--- src/rtl/fft8_pkg.sv ---
// Shared constants and types for the 8-point FFT front end.
package fft8_pkg;

    localparam int N_PTS     = 8;
    localparam int LOG2_N    = 3;
    localparam int DEFAULT_W = 8;

    // Loader phases: collect a frame, then sweep the core's bin select.
    typedef enum logic {
        FILL  = 1'b0,
        SWEEP = 1'b1
    } state_t;

endpackage

--- src/rtl/fft8_loader.sv ---
// Serial-to-parallel framing stage in front of the 8-point FFT core.
// Collects eight complex samples into stable frame registers, then steps
// the core's bin select 0..7 and flags which core output cycles are valid.
// The core itself uses an active-high synchronous reset, so whoever wires
// the two together feeds it with the inverse of this block's rst.
module fft8_loader
    import fft8_pkg::*;
#(
    parameter int W = DEFAULT_W
) (
    input  logic                clk,
    input  logic                rst,
    input  logic                in_valid,
    output logic                in_ready,
    input  logic [W-1:0]        in_re,
    input  logic [W-1:0]        in_im,
    input  logic                in_last,
    output logic [W-1:0]        xr0,
    output logic [W-1:0]        xr1,
    output logic [W-1:0]        xr2,
    output logic [W-1:0]        xr3,
    output logic [W-1:0]        xr4,
    output logic [W-1:0]        xr5,
    output logic [W-1:0]        xr6,
    output logic [W-1:0]        xr7,
    output logic [W-1:0]        xi0,
    output logic [W-1:0]        xi1,
    output logic [W-1:0]        xi2,
    output logic [W-1:0]        xi3,
    output logic [W-1:0]        xi4,
    output logic [W-1:0]        xi5,
    output logic [W-1:0]        xi6,
    output logic [W-1:0]        xi7,
    output logic [LOG2_N-1:0]   sel,
    output logic                out_valid,
    output logic                out_last,
    output logic                frame_err
);

    localparam logic [LOG2_N-1:0] LAST_IDX = LOG2_N'(N_PTS - 1);

    state_t             state_q;
    state_t             state_d;
    logic [LOG2_N-1:0]  cnt_q;
    logic [LOG2_N-1:0]  cnt_d;
    logic [LOG2_N-1:0]  sel_q;
    logic [LOG2_N-1:0]  sel_d;
    logic               ready_q;
    logic               valid_q;
    logic               last_q;
    logic               err_q;
    logic               err_d;
    logic               wr_en;
    logic               accept;

    logic [W-1:0]       xr_q [N_PTS];
    logic [W-1:0]       xi_q [N_PTS];

    // ready_q is only ever high in FILL, so it alone qualifies an accept
    assign accept = in_valid && ready_q;

    // Next-state logic: slot bookkeeping, in_last check and the sel sweep
    always_comb begin
        state_d = state_q;
        cnt_d   = cnt_q;
        sel_d   = sel_q;
        wr_en   = 1'b0;
        err_d   = 1'b0;
        case (state_q)
            FILL: begin
                if (accept) begin
                    if (in_last != (cnt_q == LAST_IDX)) begin
                        err_d = 1'b1;
                        cnt_d = '0;
                    end else if (cnt_q == LAST_IDX) begin
                        wr_en   = 1'b1;
                        state_d = SWEEP;
                        cnt_d   = '0;
                        sel_d   = '0;
                    end else begin
                        wr_en = 1'b1;
                        cnt_d = cnt_q + LOG2_N'(1);
                    end
                end
            end
            SWEEP: begin
                if (sel_q == LAST_IDX) begin
                    state_d = FILL;
                    sel_d   = '0;
                end else begin
                    sel_d = sel_q + LOG2_N'(1);
                end
            end
            default: begin
                state_d = FILL;
                cnt_d   = '0;
                sel_d   = '0;
            end
        endcase
    end

    // Control registers; out flags trail the sweep by one cycle to line up with the core's registered output
    always_ff @(posedge clk or negedge rst) begin
        if (!rst) begin
            state_q <= FILL;
            cnt_q   <= '0;
            sel_q   <= '0;
            ready_q <= 1'b0;
            valid_q <= 1'b0;
            last_q  <= 1'b0;
            err_q   <= 1'b0;
        end else begin
            state_q <= state_d;
            cnt_q   <= cnt_d;
            sel_q   <= sel_d;
            ready_q <= (state_d == FILL);
            valid_q <= (state_q == SWEEP);
            last_q  <= (state_q == SWEEP) && (sel_q == LAST_IDX);
            err_q   <= err_d;
        end
    end

    // Frame registers: written in natural order while filling, frozen during the sweep
    always_ff @(posedge clk or negedge rst) begin
        if (!rst) begin
            for (int i = 0; i < N_PTS; i++) begin
                xr_q[i] <= '0;
                xi_q[i] <= '0;
            end
        end else if (wr_en) begin
            xr_q[cnt_q] <= in_re;
            xi_q[cnt_q] <= in_im;
        end
    end

    assign in_ready  = ready_q;
    assign sel       = sel_q;
    assign out_valid = valid_q;
    assign out_last  = last_q;
    assign frame_err = err_q;

    assign xr0 = xr_q[0];
    assign xr1 = xr_q[1];
    assign xr2 = xr_q[2];
    assign xr3 = xr_q[3];
    assign xr4 = xr_q[4];
    assign xr5 = xr_q[5];
    assign xr6 = xr_q[6];
    assign xr7 = xr_q[7];
    assign xi0 = xi_q[0];
    assign xi1 = xi_q[1];
    assign xi2 = xi_q[2];
    assign xi3 = xi_q[3];
    assign xi4 = xi_q[4];
    assign xi5 = xi_q[5];
    assign xi6 = xi_q[6];
    assign xi7 = xi_q[7];

endmodule

--- config.mk ---
export PLATFORM = sky130hd
export DESIGN_NAME = fft8_loader
export DESIGN_NICKNAME = d
export VERILOG_FILES = /design/src/rtl/fft8_pkg.sv /design/src/rtl/fft8_loader.sv
export SDC_FILE = /design/constraint.sdc
export NUM_CORES = 1
export LEC_CHECK = 0
export CORE_ASPECT_RATIO = 1.5
export CORE_MARGIN = 2
export CORE_UTILIZATION = 51
export CTS_CLUSTER_DIAMETER = 30
export DETAILED_ROUTE_END_ITERATION = 6
export PLACE_DENSITY = 0.85
export SLEW_MARGIN = 20
export SYNTH_ARGS = -nofsm -noshare
export SYNTH_HDL_FRONTEND = slang
export SYNTH_SLANG_ARGS = --single-unit
--- constraint.sdc ---
create_clock -name clk -period 4.35 [get_ports clk]
set_input_delay 0.87 -clock clk [delete_from_list [all_inputs] [get_ports clk]]
set_output_delay 0.87 -clock clk [all_outputs]
set_load 0.05 [all_outputs]
==> metrics.md <==
| Metric | Value |
|---|---|
| Static leakage | 0.003560 uW |
| Total clock sinks | 139 |
| Required arrival time at the worst endpoint | ~4600 ps |
| Global-route wire length before repair | 20060 um |
| Slowest Stage Delay on Critical Path | ~700 ps |
| Inserted Clock Buffers | 17 |
| Detailed Route WL | 12960 um |
| Weighted congestion at the end of routability-driven global placement | 0.7630 |
| VDD IR-drop max | about 0.00065 V |
| Critical-path cell with the highest stage delay | nor3_4 |
| Slew of the pin with the lowest slew margin | 955.1 ps |
| Cell repeated most along the worst path | ha_1 |
| Ant. Diodes | 0 |
| Worst EP arrival | approximately 3300 ps |
| Areal power density over the cells | 891.9 nW/um^2 |
| Chip height | around 130 um |
| Clk slew on worst S/H paths | 50 ps |
| Most common library cell in the layout ignoring fill and taps | clkdlybuf4s50_1 |
| Number of DRC markers after the initial detailed-route iteration | 101 |
| Leading cell types in the layout, fill and taps excluded | clkdlybuf4s50_1, dfrtp_1, mux2_2 |
| Final design area excluding fillers | 7720 sq um |
| Horizontal die dimension | a little under 90 um |
| Placed wire-length estimate after detailed placement | between 8000 and 9000 um |
| Layout area overhead | 41.42% |
| Register area share after synthesis | a little under two thirds |
| Endpoints failing hold | 0 |
| Starting density of the core | a little over half |
| Antenna violations before repair | 0 |
| Number of flip-flops and latches in the synthesized netlist | 139 |
| Number of instances resized during post-cts repair | 0 |
| Hold WS | 490.1 ps |
| Cell count after placement | 606 |
| Final non-filler cell total | 638 |
| Synth Instances | 316 |
| Core area | 10480 sq um |
| Maximum clock skew at final layout | 8.840 ps |
| DIE AREA | 11560 sq um |
| Synthesized area per cell | 17.28 sq um |
| Share of post-route cells with drive strength above 1 | 32.79% |
| Overall power | between 6000 and 7000 uW |
| Number of nets with antenna violations after detailed routing | 0 |
| Crit path buffers/inverters | 0 |
| Cell Chain, Critical Path | ha_1, ha_1, ha_1, nand3b_1, nor3_4, mux2_2 |
| Max-capacitance violation count | 0 |
| Number of rows created at floorplan | 46 |
| Crit start category | register |
| Vias | 3315 |
| Unrepaired setup endpoints after global routing | no |
| Dpl cell area | 7092 sq um |
| Fill cell count | 711 |
| Deepest level of the CTS H-tree | 4 |
| Final Net Count | 506 |
| Worst-Skew Late Latency | between 400 and 500 ps |
| CP Max Fanout | 16 |
| Post-route DRC | 0 |
| Max Root-Sink Buffers | 2 |
| Final Cycle Share | 69.08% |
| Crit-path leading delay family | simple AND/OR/NAND/NOR gates |
| YS warnings | 0 |
| GRT Total Usage | about a quarter |
| Clock root buffer master | clkbuf_16 |
| Net count after synthesis | around 340 |
| Number of setup buffers added after CTS | 0 |
| Number of unique standard cell types used by synthesis | 28 |
| Setup Total Neg Slack | 0 ps |
| GR Overflow Total | 0 |
| Via count of the first global-routing pass | 3558 |
| Worst min-delay path category | reg -> reg |
| Final setup fails | 0 |
| CTS tree | built |
| Count of buffers from port buffering | between 150 and 200 |
| Relative slew slack | around 36% |
| Count of pins on the block boundary | 155 |
| Detailed-routing iteration count for the pre-antenna-repair pass | 4 |
| Detailed-route wire length per cell | 20.31 um |
| Number of pins exceeding their max-slew limit in the final report | 0 |
| Classification of the worst setup path | reg -> reg |
| Via density per instance | 5.196 |
| Type of destination of the critical path | register |
| Post-layout min period | around 3000 ps |
| Cts-stage hold buffer count | 0 |
| Maximum clock rate | ~0.33 GHz |
| Maximum number of pins on one net before global-route repair | roughly 110 |
| Result of the run | complete, no violations |
| Netlist area before placement | 5459 sq um |
## registers in the layout, summed over array words and instances, names as in the netlist, 3 cells and up
name / flops
xi0: 8
xi1: 8
xi2: 8
xi3: 8
xi4: 8
xi5: 8
xi6: 8
xi7: 8
xr0: 8
xr1: 8
xr2: 8
xr3: 8
xr4: 8
xr5: 8
xr6: 8
xr7: 8
cnt_q: 3
sel: 3
## power breakdown
part | leakage [uW] | switching [uW] | internal (uW)
Sequential | 0.00179 | 290 | 1760
Combinational | 0.00146 | 2140 | 1190
Clock | 0.000303 | 516 | 988
Total | 0.00356 | 2950 | 3940
## path summary, 6_finish.rpt
| kind | startpoint | end | slack, ps | cells past startpoint |
|---|---|---|---|---|
| max | cnt_q[0]$_DFFE_PN0P_ | xi7[4]$_DFFE_PN0P_ | 1340 | 6 |
| min | xi4[2]$_DFFE_PN0P_ | xi4[2]$_DFFE_PN0P_ | 490 | 1 |
| max reg2reg | cnt_q[0]$_DFFE_PN0P_ | xi7[4]$_DFFE_PN0P_ | 1340 | 6 |
| min reg2reg | xi4[2]$_DFFE_PN0P_ | xi4[2]$_DFFE_PN0P_ | 490 | 1 |
| max in group asynchronous | rst | xi7[2]$_DFFE_PN0P_ | 2930 | 2 |
| min in group asynchronous | rst | xr2[1]$_DFFE_PN0P_ | 560 | 1 |
## layout make-up
type	instances	area, sq um	share of cell area, %
Multi-Input combinational cell	163	1857	24.05
Timing Repair Buffer	157	1565	20.28
Clock inverter	11	167.7	2.172
Tap cell	144	180.2	2.334
Inverter	3	11.26	0.1459
Sequential cell	139	3478	45.06
Clock buffer	21	460.4	5.964
## cell families (layout without fill, tap and decap cells)
family | count (synthesis) | after routing | synth area share [%]
AO/OA/AOI/OAI | 7 | 7 | 0.8939
adder cells (fa/ha/maj) | 5 | 5 | 1.146
buffers and inverters | 14 | 192 | 2.269
flip-flops | 139 | 139 | 63.72
multiplexers | 129 | 129 | 27.30
AND/OR/NAND/NOR | 22 | 22 | 4.676
## routing by layer
metal,global-route usage (%),wire length (um),share of wire [%],vias to the layer above
met5,0,0,0,-
met4,11.59,425,3.3,0
met3,6.658,594,4.6,30
met2,40.29,7036,54,121
met1,27.91,4903,38,1689
li1,-,-,-,1475
## synth_stat cells
cell type / instances / area [sq um]
inv_1: 3 / 11.26
nand3b_4: 1 / 20.02
nor3_4: 3 / 48.80
mux2_2: 106 / 1194
nor2b_1: 1 / 6.260
buf_4: 3 / 22.52
a21oi_1: 1 / 5.000
nand3_4: 3 / 52.55
nand3_1: 1 / 5.000
a41oi_1: 1 / 8.760
buf_6: 8 / 90.09
a21o_1: 1 / 7.510
nand2_1: 2 / 7.510
nor4_1: 1 / 6.260
nand4_4: 1 / 21.27
mux2_1: 13 / 146.4
nor2_1: 2 / 7.510
nand3b_1: 1 / 7.510
dfrtp_1: 139 / 3478
and3b_1: 1 / 8.760
mux2_4: 10 / 150.1
o21ai_0: 2 / 10.01
a22o_1: 2 / 17.52
ha_1: 5 / 62.56
nor3b_4: 1 / 18.77
and2_1: 1 / 6.260
and4bb_4: 1 / 16.27
nand2_4: 2 / 22.52
## metrics by stage
stage	util, %	setup slack [ps]
3_5_place_dp	67.70	1072
3_3_place_gp	67.70	1096
2_1_floorplan	-	1895
6_report	73.70	1345
5_1_grt	73.70	1134
4_1_cts	73.70	1325
## worst register-to-register path, stage by stage, from the launching register on
cell      delay, ps
dfrtp_1         540
ha_1            290
ha_1            220
ha_1            400
nand3b_1        300
nor3_4          700
mux2_2          420
Note: power is estimated with default switching activity, not from simulation.
